<file path="src/rtl/char_stream_upper.sv">
// Byte-stream front end: uppercases ASCII letters on the way into a small FIFO
// and reports length/conversion statistics for each terminator-delimited string.
module char_stream_upper #(
  parameter int DEPTH = 4,
  parameter int CNT_W = 8
) (
  input  logic             clk,
  input  logic             rst,
  input  logic             in_valid,
  output logic             in_ready,
  input  logic [7:0]       in_data,
  output logic             out_valid,
  input  logic             out_ready,
  output logic [7:0]       out_data,
  output logic             out_last,
  output logic             str_done,
  output logic [CNT_W-1:0] str_len,
  output logic [CNT_W-1:0] str_conv
);

  localparam int AW = $clog2(DEPTH);
  localparam logic [0:0] IDLE   = 1'b0;
  localparam logic [0:0] ACTIVE = 1'b1;
  localparam logic [CNT_W-1:0] CNT_MAX = {CNT_W{1'b1}};

  logic [AW:0]       wr_ptr, rd_ptr;
  logic [8:0]        mem [DEPTH];
  logic [8:0]        head;
  logic              full, empty, push, pop;
  logic              is_lower, is_term;
  logic [7:0]        conv_byte;
  logic [0:0]        state;
  logic [CNT_W-1:0]  len_cnt, conv_cnt;
  logic [CNT_W-1:0]  len_base, conv_base, len_next, conv_next;

  assign empty     = (wr_ptr == rd_ptr);
  assign full      = (wr_ptr[AW-1:0] == rd_ptr[AW-1:0]) && (wr_ptr[AW] != rd_ptr[AW]);
  assign in_ready  = ~full & ~rst;
  assign push      = in_valid & in_ready;
  assign out_valid = ~empty;
  assign pop       = out_valid & out_ready;

  assign is_lower  = (in_data >= 8'h61) && (in_data <= 8'h7A);
  assign is_term   = (in_data == 8'h00) || (in_data == 8'h0A);
  assign conv_byte = is_lower ? (in_data & 8'hDF) : in_data;

  // Head is masked while empty so stale storage never leaks onto the outputs
  assign head      = mem[rd_ptr[AW-1:0]];
  assign out_data  = empty ? 8'h00 : head[7:0];
  assign out_last  = ~empty & head[8];

  // A fresh string always counts from zero, whatever the counters hold
  assign len_base  = (state == IDLE) ? '0 : len_cnt;
  assign conv_base = (state == IDLE) ? '0 : conv_cnt;
  assign len_next  = (len_base == CNT_MAX) ? len_base : len_base + CNT_W'(1);
  assign conv_next = (is_lower && (conv_base != CNT_MAX)) ? conv_base + CNT_W'(1) : conv_base;

  always_ff @(posedge clk) begin
    if (push) begin
      mem[wr_ptr[AW-1:0]] <= {is_term, conv_byte};
    end
  end

  always_ff @(posedge clk) begin
    if (rst) begin
      wr_ptr <= '0;
      rd_ptr <= '0;
    end else begin
      if (push) wr_ptr <= wr_ptr + 1'b1;
      if (pop)  rd_ptr <= rd_ptr + 1'b1;
    end
  end

  always_ff @(posedge clk) begin
    if (rst) begin
      state    <= IDLE;
      len_cnt  <= '0;
      conv_cnt <= '0;
      str_done <= 1'b0;
      str_len  <= '0;
      str_conv <= '0;
    end else begin
      str_done <= 1'b0;
      if (push) begin
        if (is_term) begin
          str_done <= 1'b1;
          str_len  <= len_next;
          str_conv <= conv_next;
          len_cnt  <= '0;
          conv_cnt <= '0;
          state    <= IDLE;
        end else begin
          len_cnt  <= len_next;
          conv_cnt <= conv_next;
          state    <= ACTIVE;
        end
      end
    end
  end

endmodule

</file>
<file path="config.mk">
export PLATFORM = sky130hd
export DESIGN_NAME = char_stream_upper
export DESIGN_NICKNAME = d
export VERILOG_FILES = /design/src/rtl/char_stream_upper.sv
export SDC_FILE = /design/constraint.sdc
export NUM_CORES = 1
export LEC_CHECK = 0
export CORE_MARGIN = 2
export CORE_UTILIZATION = 44
export CTS_CLUSTER_DIAMETER = 60
export DETAILED_ROUTE_END_ITERATION = 16
export GPL_TIMING_DRIVEN = 0
export PLACE_DENSITY = 0.67
export SYNTH_ARGS = -nofsm -noshare
export SYNTH_HDL_FRONTEND = slang
export SYNTH_SLANG_ARGS = --single-unit
</file>
<file path="constraint.sdc">
create_clock -name clk -period 2.3 [get_ports clk]
set_clock_uncertainty 0.05 [all_clocks]
set_input_delay 0.23 -clock clk [delete_from_list [all_inputs] [get_ports clk]]
set_output_delay 0.23 -clock clk [all_outputs]
set_load 0.02 [all_outputs]
</file>
# Yosys cells after proc, flatten, opt, wreduce, memory -nomap -nowiden
# Memory sizes are Yosys's and may differ from the RTL's. A register that Yosys moved wholly into a read port is not among the register bits.
# Cells that the tools add are included.
[word_totals]
register_bits = 40
ramBits = 36
out_inout_bits = 28
word_cells = 50
memories = 1
[op_classes]
add_sub_neg = 4
n_lt_le_gt_ge = 2
eq_ne = 6
n_mux = 14
bitwise_logic = 8
reduce_logical = 7
[mem_list]
columns = ["name", "words", "width", "rd", "rd_clocked_by_memory_dff", "wr", "line_no", "text"]
rows = [
  ["mem", 4, 9, 1, 1, 1, "27", "logic [8:0] mem [DEPTH];"],
]
[op_table]
columns = ["operator", "n"]
rows = [
  ["$mux W8", 7],
  ["$add A8 B1 Y8 const B", 2],
  ["$eq A8 B4 Y1 const B", 1],
  ["$eq A8 B8 Y1 const B", 1],
  ["$ge A8 B7 Y1 const B", 1],
  ["$le A8 B7 Y1 const B", 1],
  ["$logic_not A8 Y1", 1],
  ["$ne A8 B8 Y1 const B", 1],
  ["$add A3 B1 Y3 const B", 2],
  ["$mux W6", 1],
  ["$and A1 B1 Y1", 4],
  ["$mux W1", 4],
  ["$mux W2", 2],
  ["$not A1 Y1", 4],
  ["$eq A3 B3 Y1", 1],
  ["$logic_and A1 B1 Y1", 3],
  ["$eq A2 B2 Y1", 1],
  ["$reduce_and A2 Y1", 1],
  ["$reduce_or A2 Y1", 1],
  ["$logic_or A1 B1 Y1", 1],
  ["$ne A1 B1 Y1", 1],
]

# Depth between registers and ports, before layout
[logic_depth]
ltp_word = 7
mapped_depth = 9

# Worst setup path after synthesis
# Ideal clock, no wire load.
[synth_path]
path_kind = "register -> register"
start = "register state"
end = "register str_len[3]"
t_arrival_ps = 2096
setup_slack_ps = 80
path_stages_with_launch = 10
path_buffers = 2
path_cell_list = "dfxtp_1 > buf_2 > buf_1 > and2_1 > ha_1 > nand3_1 > nor4_4 > nor2_1 > xor2_1 > o21ai_0"
[synth_between]
elab_chain_len = 3
[synth_lines]
columns = ["element", "line_no", "text"]
rows = [
  ["from (decl)", "32", "logic [0:0] state;"],
  ["from (signal assigned)", "76", "state <= IDLE;"],
  ["from (signal assigned)", "91", "state <= IDLE;"],
  ["from (signal assigned)", "95", "state <= ACTIVE;"],
  ["$mux W8 (*)", "53", "assign len_base = (state == IDLE) ? '0 : len_cnt;"],
  ["$add A8 B1 Y8 / $eq A8 B8 Y1 (equally long branches)", "55", "assign len_next = (len_base == CNT_MAX) ? len_base : len_base + CNT_W'(1);"],
  ["$mux W8 (*)", "55", ""],
  ["to (signal assigned)", "87", "str_len <= len_next;"],
  ["to (decl)", "17", "output logic [CNT_W-1:0] str_len,"],
]
# Every way passes the cells marked *; elsewhere a longest branch is shown, timed or not.
# A chain may end at the register's enable or synchronous reset.

# Worst setup path after layout
[layout_path]
start = "input rst"
end = "output in_ready"
[layout_between]
elab_chain_len = 2
[layout_lines]
columns = ["element", "line_no", "text"]
rows = [
  ["from (decl)", "8", "input logic rst,"],
  ["$not A1 Y1", "38", "assign in_ready = ~full & ~rst;"],
  ["$and A1 B1 Y1", "38", ""],
  ["to (decl)", "10", "output logic in_ready,"],
]
# Every way passes these cells.

==> reports/results.tsv <==
stage	metric	value	unit
outcome	status	finished, final reports clean	
min_path	Hold WC Path Type	flop to flop	
cells_and_area	most common cell after layout, fill and taps aside	dfxtp_1	
placement	Placement Setup Slack	-476	ps
die	placement row count	33	
cells_and_area	fin area	0.00453	mm²
clock_tree	clock-pin slew on the worst setup and hold paths	80	ps
synth	cell count after synthesis	317	
cells_and_area	share of cells above drive strength 1	18.0	%
timing	post-route worst setup slack	110	ps
global_routing	GRT Total Usage	18.3	%
worst_setup_path	Worst path max stage delay	610	ps
global_routing	gr busiest metal	met2	
clock_tree	root buf cell	clkbuf_8	
worst_setup_path	CP max stage cell	clkdlybuf4s50_1	
pwr	Static Leak	1.63	nW
pwr	Power Total	3.39	mW
die	initial core utilization	44.8	%
worst_setup_path	Worst setup SP type	primary input	
global_routing	vias in the first global route	2526	
timing	final setup vio count	0	
synth	post-synthesis register bit count	78	
worst_setup_path	Reg2Reg Depth	9	
timing	actual slew at the worst max-slew pin	762	ps
timing	period utilisation layout	95.2	%
worst_setup_path	R2R Path End	str_conv[1]	
route	DR pass1 iterations	5	
route	routed vias	2662	
synth	cell area after synthesis	0.00362	mm²
die	Die Y	94.7	µm
global_routing	antenna violations before repair	0	
timing	Final min period	2190	ps
min_path	hold path cells	2	
synth	Mean Syn Cell Area	11.4	µm²
route	initial DRC count	158	
global_routing	met2 usage	30.4	%
clock_tree	H-tree depth	3	
cells_and_area	Nets	392	
clock_tree	CTS tree	yes	
synth	Primary FF master, synth	dfxtp_1	
synth	Synth top area share	29.8	%
min_path	worst hold path endpoint	str_len[7]	
worst_setup_path	R2R Path Start	state	
global_routing	met1 Use GR	24.1	%
synth	Synth cell types	58	
die	core area	0.00809	mm²
worst_setup_path	Crit Path Class	primary input to output port	
synth	ys async rst share	0	%
global_routing	gr ovfl total	0	
route	drt wl/cell	16.0	µm
cells_and_area	post-layout util	55.9	%
timing	final hold violation count	0	
synth	Ys Warns	0	
synth	number of flops mapped to enable cells by yosys	36	
pwr	Peak VDD IR	0.270	mV
timing	f_max	457	MHz
timing	max_slew headroom	48.9	%
route	Antenna Violating Nets Remaining	0	
clock_tree	clk_lat worst skew	350	ps
clock_tree	Post-CTS Hold Fix Bufs	0	
timing	RSZ-0062 raised after global routing	no	
placement	post-DP HPWL	5.37	mm
timing	Final Max Tran Viols	0	
timing	setup TNS	0	ps
clock_tree	Sink Count	78	
clock_tree	clk buf depth	2	
worst_setup_path	Worst Setup SP	rst	
worst_setup_path	CP max FO	10	
cells_and_area	fill count	714	
worst_setup_path	CP required	2020	ps
clock_tree	cts bufs inserted	9	
worst_setup_path	Critical Path End Type	output port	
global_routing	first-pass GRT wire length	12.5	mm
die	die area	0.00898	mm²
worst_setup_path	most used cell, CP	clkdlybuf4s50_1	
route	routed vias/inst	5.51	
cells_and_area	ant diodes	0	
placement	I/O Buffers	39	
die	# IOs	40	
global_routing	GR met3 Demand/Resource	3.43	%
placement	DP Area	0.00415	mm²
placement	dpl cells	461	
synth	Yosys top cell by area	edfxtp_1	
min_path	Hold Startpoint	str_len[7]	
flow_run	max-cap viol count	0	
synth	Post-Syn Nets	336	
worst_setup_path	CP arrival	1910	ps
cells_and_area	fin cells	483	
timing	WHS	416	ps
worst_setup_path	critical path cell sequence	clkdlybuf4s50_1 > clkbuf_2 > clkbuf_4 > nor2_1 > clkdlybuf4s50_1	
cells_and_area	Area Overhead vs Synth	24.9	%
placement	Placer Congestion	0.845	
global_routing	pin count of the biggest net entering global routing	15	
route	drt total wl	7.71	mm
synth	ranking of synthesized cells by area	edfxtp_1 30%, dfxtp_1 23%, mux4_2 5.6%	
pwr	pwr dens	750	mW/mm²
die	Die W	94.7	µm
synth	register area share after synthesis	53.0	%
cells_and_area	most frequent cells in the layout	40 x dfxtp_1, 36 x edfxtp_1, 30 x clkdlybuf4s50_1, 26 x nand2_1, 24 x nand3_1	
route	drc violations	0	
worst_setup_path	reg2reg setup slack	120	ps
-- kinds of logic after synthesis --
logic type,Yosys count,share of synthesized area (%)
buffers and inverters,22,3.32
XOR/XNOR,16,3.87
flip-flops,78,53.0
AO/OA/AOI/OAI,53,10.8
adder cells (fa/ha/maj),7,2.42
AND/OR/NAND/NOR,123,18.4
multiplexers,18,8.15
-- synthesized netlist by cell type (all sizes together) (4+ instances only) --
master and instances:
dfxtp 42, edfxtp 36, nand2 27, nand3 26
nor2 22, and2 18, o21ai 17, mux4 9
xor2 9, a21oi 8, buf 7, ha 7
inv 7, mux2i 7, nor4 7, xnor2 7
clkbuf 6, nor3 6, nand4 5, o211ai 4
o31ai 4
-- metal layers --
metal	up-vias	routed length [µm]
li1	1298	-
met1	1309	3490
met2	44	3890
met3	11	230
met4	0	102
met5	-	0
-- sequential cells by signal, summed over array words and instances, names as in the netlist, 3 cells and up, named ones only --
name and flops:
str_conv 8, rd_ptr 3, str_len 8, mem 36, wr_ptr 3, conv_cnt 8, len_cnt 8
-- worst max-delay path: cells and delay by family --
kind                   cells  cell delay (ps)
buffers and inverters      4             1530
and+or+nand+nor            1              130
-- worst max-delay path by stage --
stage / to / slack (ps) / depth (start not counted)
6_report: in_ready / 110 / 5
3_5_place_dp: str_len[3] / -480 / 9
5_1_grt: conv_cnt[1] / 20 / 10
3_3_place_gp: str_len[3] / -450 / 9
2_1_floorplan: str_len[3] / 80 / 9
4_1_cts: conv_cnt[1] / 8 / 9
-- layout make-up --
class	instances	area, µm²	area share, %
Sequential cell	78	1930	42.6
Timing Repair Buffer	47	439	9.70
Clock inverter	7	121	2.68
Inverter	9	46.3	1.02
Buffer	11	91.3	2.02
Multi-Input combinational cell	217	1650	36.4
Tap cell	105	131	2.90
Clock buffer	9	124	2.74
-- power breakdown --
group | total, mW | leakage [nW] | switching, mW | internal, mW
clock | 1.23 | 0.124 | 0.507 | 0.726
sequential | 1.53 | 0.670 | 0.0405 | 1.49
combinational | 0.626 | 0.832 | 0.332 | 0.295
total | 3.39 | 1.63 | 0.879 | 2.51
-- timing repair --
item,in CTS,in global routing
pin swaps,2,4
setup endpoints to repair,32,17
buffers inserted,6,2
resized for setup,24,11
(Power assumes the default switching activity.)
